<file path="config.mk">
export PLATFORM = sky130hd
export DESIGN_NAME = alu_mc
export DESIGN_NICKNAME = d
export VERILOG_FILES = /design/src/rtl/alu_mc.sv
export SDC_FILE = /design/constraint.sdc
export NUM_CORES = 2
export LEC_CHECK = 0
export CAP_MARGIN = 40
export CORE_UTILIZATION = 44
export CTS_BUF_LIST = sky130_fd_sc_hd__clkbuf_16
export DETAILED_ROUTE_END_ITERATION = 6
export PLACE_DENSITY_LB_ADDON = 0.2
export SLEW_MARGIN = 20
export SYNTH_ARGS = -nofsm -noshare
export SYNTH_HDL_FRONTEND = slang
export SYNTH_SLANG_ARGS = --single-unit
</file>
<file path="constraint.sdc">
create_clock -name cpu_clk -period 16.78 [get_ports cpu_clk]
set_clock_uncertainty 0.1 [all_clocks]
set_input_delay 1.678 -clock cpu_clk [delete_from_list [all_inputs] [get_ports cpu_clk]]
set_output_delay 1.678 -clock cpu_clk [all_outputs]
set_load 0.01 [all_outputs]
</file>
<file path="src/rtl/alu_mc.sv">
// alu_mc: multicycle ALU. Logic, shift and compare ops finish in one cycle;
// multiply and divide run a radix-2 shift/add or restoring loop for WIDTH cycles.
module alu_mc #(
  parameter int unsigned WIDTH = 32
) (
  input  logic             cpu_clk,
  input  logic             cpu_rst,
  input  logic             in_valid,
  output logic             in_ready,
  input  logic [4:0]       alu_op,
  input  logic [WIDTH-1:0] A,
  input  logic [WIDTH-1:0] B,
  input  logic             flush,
  output logic             out_valid,
  input  logic             out_ready,
  output logic [WIDTH-1:0] res,
  output logic             zero,
  output logic             less
);

  localparam int unsigned SHW = $clog2(WIDTH);
  localparam int unsigned CW  = SHW + 1;
  localparam int unsigned DW  = 2 * WIDTH;

  localparam logic [4:0] OP_ADD    = 5'd0;
  localparam logic [4:0] OP_SUB    = 5'd1;
  localparam logic [4:0] OP_AND    = 5'd2;
  localparam logic [4:0] OP_OR     = 5'd3;
  localparam logic [4:0] OP_XOR    = 5'd4;
  localparam logic [4:0] OP_SLL    = 5'd5;
  localparam logic [4:0] OP_SRL    = 5'd6;
  localparam logic [4:0] OP_SRA    = 5'd7;
  localparam logic [4:0] OP_SLT    = 5'd8;
  localparam logic [4:0] OP_SLTU   = 5'd9;
  localparam logic [4:0] OP_MUL    = 5'd10;
  localparam logic [4:0] OP_MULH   = 5'd11;
  localparam logic [4:0] OP_MULHSU = 5'd12;
  localparam logic [4:0] OP_MULHU  = 5'd13;
  localparam logic [4:0] OP_DIV    = 5'd14;
  localparam logic [4:0] OP_DIVU   = 5'd15;
  localparam logic [4:0] OP_REM    = 5'd16;
  localparam logic [4:0] OP_REMU   = 5'd17;

  typedef enum logic [1:0] {IDLE, BUSY, DONE} state_t;

  state_t           state, state_nxt;
  logic             accept_c, is_long_c, last_c;
  logic             a_neg_c, b_neg_c;
  logic [WIDTH-1:0] a_mag_c, b_mag_c, quick_res_c;
  logic [4:0]       op_q;
  logic [WIDTH-1:0] a_q, b_q, hi_q, lo_q, mc_q;
  logic             a_neg_q, b_neg_q;
  logic [CW-1:0]    cnt_q;
  logic [WIDTH:0]   sum_c, shl_c, diff_c;
  logic [WIDTH-1:0] hi_n_c, lo_n_c, q_c, r_c, long_res_c;
  logic [DW-1:0]    prod_c;

  // Exact signed compare via a WIDTH+1 bit two's-complement difference
  function automatic logic slt_f(input logic [WIDTH-1:0] a, input logic [WIDTH-1:0] b);
    logic [WIDTH:0] d;
    d = {a[WIDTH-1], a} + {~b[WIDTH-1], ~b} + (WIDTH+1)'(1);
    return d[WIDTH];
  endfunction

  assign in_ready  = (state == IDLE);
  assign out_valid = (state == DONE);
  assign is_long_c = (alu_op >= OP_MUL) && (alu_op <= OP_REMU);
  assign last_c    = (cnt_q == CW'(WIDTH - 1));

  always_ff @(posedge cpu_clk) begin
    if (cpu_rst) state <= IDLE;
    else         state <= state_nxt;
  end

  always_comb begin
    state_nxt = state;
    accept_c  = 1'b0;
    case (state)
      IDLE: if (in_valid && !flush) begin
        accept_c  = 1'b1;
        state_nxt = is_long_c ? BUSY : DONE;
      end
      BUSY: if (last_c) state_nxt = DONE;
      DONE: if (out_ready) state_nxt = IDLE;
      default: state_nxt = IDLE;
    endcase
    if (flush) state_nxt = IDLE;
  end

  // Iterative units work on magnitudes; signs are reapplied on the last step
  always_comb begin
    a_neg_c = A[WIDTH-1] && (alu_op == OP_MULH || alu_op == OP_MULHSU ||
                             alu_op == OP_DIV  || alu_op == OP_REM);
    b_neg_c = B[WIDTH-1] && (alu_op == OP_MULH || alu_op == OP_DIV || alu_op == OP_REM);
    a_mag_c = a_neg_c ? (~A + WIDTH'(1)) : A;
    b_mag_c = b_neg_c ? (~B + WIDTH'(1)) : B;
  end

  always_comb begin
    quick_res_c = '0;
    case (alu_op)
      OP_ADD:  quick_res_c = A + B;
      OP_SUB:  quick_res_c = A + ~B + WIDTH'(1);
      OP_AND:  quick_res_c = A & B;
      OP_OR:   quick_res_c = A | B;
      OP_XOR:  quick_res_c = A ^ B;
      OP_SLL:  quick_res_c = A << B[SHW-1:0];
      OP_SRL:  quick_res_c = A >> B[SHW-1:0];
      OP_SRA:  quick_res_c = WIDTH'($signed(A) >>> B[SHW-1:0]);
      OP_SLT:  quick_res_c = WIDTH'(slt_f(A, B));
      OP_SLTU: quick_res_c = WIDTH'(A < B);
      default: quick_res_c = '0;
    endcase
  end

  // One iteration: hi_q is the product high word / partial remainder, lo_q the multiplier / quotient
  always_comb begin
    sum_c  = {1'b0, hi_q} + (lo_q[0] ? {1'b0, mc_q} : '0);
    shl_c  = {hi_q, lo_q[WIDTH-1]};
    diff_c = shl_c - {1'b0, mc_q};
    if (op_q >= OP_DIV) begin
      hi_n_c = diff_c[WIDTH] ? shl_c[WIDTH-1:0] : diff_c[WIDTH-1:0];
      lo_n_c = {lo_q[WIDTH-2:0], ~diff_c[WIDTH]};
    end else begin
      hi_n_c = sum_c[WIDTH:1];
      lo_n_c = {sum_c[0], lo_q[WIDTH-1:1]};
    end
    prod_c = {hi_n_c, lo_n_c};
    if (a_neg_q ^ b_neg_q) prod_c = ~prod_c + DW'(1);
    q_c = (a_neg_q ^ b_neg_q) ? (~lo_n_c + WIDTH'(1)) : lo_n_c;
    r_c = a_neg_q ? (~hi_n_c + WIDTH'(1)) : hi_n_c;
    long_res_c = '0;
    case (op_q)
      OP_MUL:                      long_res_c = prod_c[WIDTH-1:0];
      OP_MULH, OP_MULHSU, OP_MULHU: long_res_c = prod_c[DW-1:WIDTH];
      OP_DIV, OP_DIVU:             long_res_c = (b_q == '0) ? '1 : q_c;
      OP_REM, OP_REMU:             long_res_c = (b_q == '0) ? a_q : r_c;
      default:                     long_res_c = '0;
    endcase
  end

  always_ff @(posedge cpu_clk) begin
    if (cpu_rst) begin
      op_q    <= '0;
      a_q     <= '0;
      b_q     <= '0;
      hi_q    <= '0;
      lo_q    <= '0;
      mc_q    <= '0;
      a_neg_q <= 1'b0;
      b_neg_q <= 1'b0;
      cnt_q   <= '0;
      res     <= '0;
      zero    <= 1'b1;
      less    <= 1'b0;
    end else if (accept_c) begin
      op_q    <= alu_op;
      a_q     <= A;
      b_q     <= B;
      a_neg_q <= a_neg_c;
      b_neg_q <= b_neg_c;
      cnt_q   <= '0;
      hi_q    <= '0;
      if (alu_op >= OP_DIV) begin
        lo_q <= a_mag_c;
        mc_q <= b_mag_c;
      end else begin
        lo_q <= b_mag_c;
        mc_q <= a_mag_c;
      end
      if (!is_long_c) begin
        res  <= quick_res_c;
        zero <= (quick_res_c == '0);
        less <= slt_f(A, B);
      end
    end else if (state == BUSY && !flush) begin
      hi_q  <= hi_n_c;
      lo_q  <= lo_n_c;
      cnt_q <= cnt_q + CW'(1);
      if (last_c) begin
        res  <= long_res_c;
        zero <= (long_res_c == '0);
        less <= slt_f(a_q, b_q);
      end
    end
  end

endmodule

</file>
; After elaboration in Yosys (flattened, before gate mapping)
; Index checks and enable logic that the tools add are counted.
; Widths: inputs -> output; s select.
[op_classes]
bitwise = 13
add_sub_neg = 15
n_mux = 36
n_reduce_logical = 25
n_shift = 3
order_cmp = 5
n_eq_ne = 28
[ops]
columns = operator, count
row1 = $mux 32, 18
row2 = $pmux 32 s10, 1
row3 = $add 32x1->32 const B, 5
row4 = $not 32->32, 5
row5 = $pmux 32 s4, 1
row6 = $logic_not 32->1, 3
row7 = $add 33x1->33 const B, 2
row8 = $add 33x33->33, 2
row9 = $add 32x32->32, 2
row10 = $add 64x1->64 const B, 1
row11 = $mux 64, 1
row12 = $not 64->64, 1
row13 = $eq 5x4->1 const B, 11
row14 = $add 32x32->33, 1
row15 = $sub 33x32->33, 1
row16 = $and 32x32->32, 1
row17 = $lt 32x32->1, 1
row18 = $or 32x32->32, 1
row19 = $shl 32x5->32, 1
row20 = $shr 32x5->32, 1
row21 = $sshr 32x5->32, 1
row22 = $xor 32x32->32, 1
row23 = $eq 5x3->1 const B, 4
row24 = $eq 5x5->1 const B, 3
row25 = 24 further kinds, 56
[word_totals]
wordCells = 138
out_inout_bits = 36
reg_bits = 209
input_bits = 74

; Longest topological paths before layout
[depth]
ltp_word = 12
depth_mapped = 26
depth_no_buf = 26

; Worst setup path before layout
; Ideal clock, no wire load.
[synth_path]
path_type = input port to flip-flop
startpoint = input port B[2]
endpoint = register zero
path_buffers = 2
cell_stages = 19
t_arrival_ps = 6178
required_time_ps = 16601
setup_ps = 79
path_slack_ps = 10422
cell_sequence = inv_2 buf_1 clkbuf_1 ha_1 nor2b_1 o21bai_1 a2111oi_0 o21ai_0 o31a_1 o211a_1 o21ai_0 nand2_1 o311a_1 o32ai_1 and4_1 nand4_1 nor4_1 nor3_1 a211oi_2
[synth_via]
elab_chain_len = 7
elab_cells_between_ends = 17
cone_classes = add/sub (5) / order compare (1) / shift (3) / mux (3) / bitwise (4) / reduce/logical (1)
[synth_rtl]
columns = item, line
row1 = from (decl), 12  ; input logic [WIDTH-1:0] B,
row2 = $not 32->32, "61, 103"
row3 = $add 33x33->33 / $add 32x32->32 (equally long branches), "61, 103"
row4 = $add 33x1->33 / $add 32x1->32 (equally long branches), "61, 103"
row5 = $pmux 32 s10 (*), 101  ; case (alu_op)
row6 = $logic_not 32->1 (*), 173  ; zero <= (quick_res_c == '0);
row7 = $mux 1 (*), 171  ; if (!is_long_c) begin
row8 = $mux 1 (*), 156  ; end else if (accept_c) begin
row9 = to (signal assigned), 173
row10 = to (signal assigned), 182  ; zero <= (long_res_c == '0);
row11 = to (decl), 17  ; output logic zero,
; Mark *: on every way between the ends. The rest lies on a longest branch, timed or not. The select of a mux whose other input is x is not followed.
; A chain may end at the register's enable or synchronous reset.

; Final worst setup path
[layout_path]
startpoint = register lo_q[31]
endpoint = register zero
[layout_via]
elab_chain_len = 12
elab_cells_between_ends = 21
cone_classes = add/sub (4) / mux (12) / bitwise (4) / reduce/logical (1)
[layout_rtl]
columns = item, line
row1 = from (decl), 51  ; logic [WIDTH-1:0] a_q, b_q, hi_q, lo_q, mc_q;
row2 = from (signal assigned), 165  ; lo_q <= a_mag_c;
row3 = from (signal assigned), 168  ; lo_q <= b_mag_c;
row4 = from (signal assigned), 178  ; lo_q <= lo_n_c;
row5 = $sub 33x32->33, 120  ; diff_c = shl_c - {1'b0, mc_q};
row6 = $mux 32 / $not 1->1 (equally long branches), "122, 123"
row7 = $mux 32, 121  ; if (op_q >= OP_DIV) begin
row8 = "$not 32->32, on equally long branches", "131, 130"
row9 = "$add 32x1->32, on equally long branches", "131, 130"
row10 = "$mux 32, on equally long branches", "131, 130"
row11 = "$mux 32, on equally long branches", "137, 136"
row12 = $pmux 32 s4 (*), 133  ; case (op_q)
row13 = $logic_not 32->1 (*), 182
row14 = $mux 1 (*), 180  ; if (last_c) begin
row15 = $mux 1 (*), 176  ; end else if (state == BUSY && !flush) begin
row16 = $mux 1 (*), 156
; Marks and branches as above.

==> results_dict.tcl <==
set metrics [dict create \
    drcViolationCount 0 \
    cp-start-kind "flip-flop" \
    fp.dieW_um 254 \
    gp_congestion 1.04 \
    ir_drop_mv 0.0631 \
    synth.area.top_cells "dfxtp_1 (15%), ha_1 (8.8%), a21oi_1 (7.6%)" \
    maxCapViolations 0 \
    rr_worst_depth 20 \
    post_dp_cell_area_um2 29600 \
    ys_seq_area_frac 0.150 \
    post_cts_resized 0 \
    via_per_inst 6.70 \
    setup_viol 0 \
    final_area_um2 30600 \
    period_needed_ns 7.71 \
    avgSynthCellArea_um2 6.95 \
    io_buffers 109 \
    p_int_mw 1.13 \
    drt_iter0_drc 3769 \
    cp_data_arrival_time_ns 8.12 \
    io_pins 110 \
    vias 32200 \
    tightest_slew_ns 1.01 \
    drt-pass1-iter-count 6 \
    power_density_nw_per_um2 63.2 \
    p_seq_frac 0.281 \
    dp_hpwl_um 104000 \
    maxSlewHeadroom 0.322 \
    syn2layout_area_growth_pct 9.42 \
    wl_um 134000 \
    hold_violations 0 \
    worstHoldPathCells 2 \
    ant_nets 0 \
    die_y_um 254 \
    combPwrFrac 0.402 \
    grtUsageTotal 0.403 \
    cpPeakStageDelay_ns 0.75 \
    fp.dieArea_um2 64600 \
    clock_path_buffers 3 \
    ctsHoldBuffers 0 \
    core_um2 63000 \
    slew_viol_final 0 \
    synth_top_area_share 0.150 \
    numCtsBuffers 27 \
    syn_nets 4296 \
    crit_slowest_cell "nor4_1" \
    synth_edf_count 0 \
    synth_flop_cell "dfxtp_1" \
    hp-class "reg -> reg" \
    grt_max_degree 74 \
    root_buffer "clkbuf_16" \
    initial_core_util 0.444 \
    first_global_vias 29300 \
    p_sw_uw 801 \
    cts_setup_buffers 0 \
    yosysWarnings 0 \
    fillerInstances 6572 \
    grt_pass1_wl_um 195000 \
    wire_per_inst_um 27.8 \
    fin_crit_sh 0.459 \
    timing.fmax_mhz 130 \
    p_total_mw 1.93 \
    antenna_found_initial 1 \
    n_antenna_cell 0 \
    power_frac_clock 0.317 \
    crit_chain "inv_1 -> ha_1 -> inv_1 -> fa_1 -> a211oi_1 -> o21ai_1 -> nand4_2 -> a2111o_1 -> nand3_1 -> nand2_1 -> buf_4 -> a311oi_2 -> nand4_1 -> nor2_1 -> a21oi_1 -> xnor2_1 -> a211o_1 -> nor4_1 -> nand4_1 -> a211oi_2" \
    cp.required_ns 17.19 \
    status "finished clean" \
    rsz0062_at_grt "false" \
    fin_tns_setup_ns 0 \
    p_leak_nw 11.9 \
    drive_above_1_share 0.0727 \
    ys_seq_elements 209 \
    crit_fanout 20 \
    cts_tree "yes" \
    overflow 0 \
    async_flop_share 0 \
    ys_types 98 \
    htreeDepth 1 \
    synth.largest_area_cell "dfxtp_1" \
    core.rowCount 92 \
    sw_frac_of_total 0.414 \
    syn_area_um2 28000 \
    crit_type "reg -> reg" \
    fin_nets 4217 \
    syn_inst 4021 \
    yosys-top-cells-count "nand2_1 (513), nor2_1 (434), a21oi_1 (427)" \
    clock_latency_ns 0.59 \
    cts_sinks 209 \
    yosys.cell_count.top_type "nand2_1" \
    clk_pin_slew_ns 0.06 \
    hold_slack_ns 0.351 \
    worstSetupEndpointType "flip-flop" \
]
final timing paths:
| path | start | endpoint | slack, ns |
|---|---|---|---|
| worst max-delay path | lo_q[31]$_SDFFE_PP0P_ | zero$_SDFFE_PP1P_ | 9.07 |
| worst min-delay path | res[29]$_SDFFE_PP0P_ | res[29]$_SDFFE_PP0P_ | 0.35 |
| worst max register to register | lo_q[31]$_SDFFE_PP0P_ | zero$_SDFFE_PP1P_ | 9.07 |
| worst min register to register | res[29]$_SDFFE_PP0P_ | res[29]$_SDFFE_PP0P_ | 0.35 |
power groups by stage:
stage	clock network, mW	logic, mW	registers [mW]
global placement	0	0.745	0.553
finish	0.614	0.777	0.543
floorplan	0	0.493	0.542
detailed placement	0	0.744	0.553
global route	0.635	0.819	0.545
CTS	0.620	0.748	0.542
worst max-delay path: cells and delay by family (launching register included):
kind	cells	cell delay, ns
compound gates	7	2.62
flops	1	0.37
buf+inv	3	0.53
fa+ha+maj	2	0.48
xor+xnor	1	0.19
simple gates	7	3.33
stage by stage:
stage,setup WS (ns),utilization,instances
floorplan,10.42,-,4021
global placement,8.52,0.469,4740
detailed placement,8.85,0.471,4754
CTS,9.43,0.485,4803
global route,8.91,0.486,4808
finish,9.07,0.486,4808
layout make-up:
| cell class | count | area (µm²) | area share |
|---|---|---|---|
| multi-input combinational | 3320 | 22000 | 0.718 |
| sequential | 209 | 4180 | 0.137 |
| timing repair buffer | 202 | 1790 | 0.0583 |
| tap | 846 | 1060 | 0.0346 |
| inverter | 182 | 683 | 0.0223 |
| clock buffer | 27 | 676 | 0.0221 |
| clock inverter | 22 | 228 | 0.00744 |
metal layers:
| metal | vias to the layer above | global-route usage | wire length [µm] |
|---|---|---|---|
| li1 | 14700 | - | - |
| met1 | 15400 | 0.508 | 52700 |
| met2 | 1798 | 0.640 | 59000 |
| met3 | 397 | 0.0566 | 11600 |
| met4 | 0 | 0.271 | 10600 |
| met5 | - | 0 | 0 |
kinds of logic (layout without fill, tap and decap cells):
group                      Yosys count  after routing  synth area share
muxes                              150            150            0.0824
adders and majority gates          201            201            0.0910
DFF                                209            209             0.150
buffers and inverters              492            433            0.0677
xor gates and xnor gates           164            164            0.0514
AOI/OAI and AO/OA                 1261           1261             0.299
and+or+nand+nor                   1544           1544             0.258
flip-flops by register name, summed over array words and instances (netlist names):
| register | cells |
|---|---|
| a_q | 32 |
| b_q | 32 |
| hi_q | 32 |
| lo_q | 32 |
| mc_q | 32 |
| res | 32 |
| cnt_q | 6 |
| op_q | 5 |
| state | 2 |
| a_neg_q | 1 |
| b_neg_q | 1 |
| less | 1 |
| zero | 1 |
layout by cell type, fill, tap and decap left out, drive strengths merged, types with 15 or more instances in the layout:
cell,synthesis,layout
a2111oi,17,17
a211oi,95,95
a21o,50,50
a21oi,428,428
a221oi,48,48
a311oi,15,15
a31oi,46,46
and2,62,62
and3,32,32
buf,61,98
clkbuf,249,29
clkdlybuf4s50,0,102
dfxtp,209,209
ha,197,197
inv,182,189
mux2i,75,75
mux4,63,63
nand2,513,513
nand2b,37,37
nand3,93,93
nand4,53,53
nor2,434,434
nor2b,27,27
nor3,108,108
nor4,56,56
o2111ai,18,18
o211ai,83,83
o21a,31,31
o21ai,172,172
o21bai,18,18
o221ai,16,16
o22ai,18,18
o31ai,35,35
o41ai,17,17
or2,17,17
or3,41,41
or4,23,23
xnor2,118,118
xor2,46,46
No activity file was read; power rests on OpenSTA's default activity.
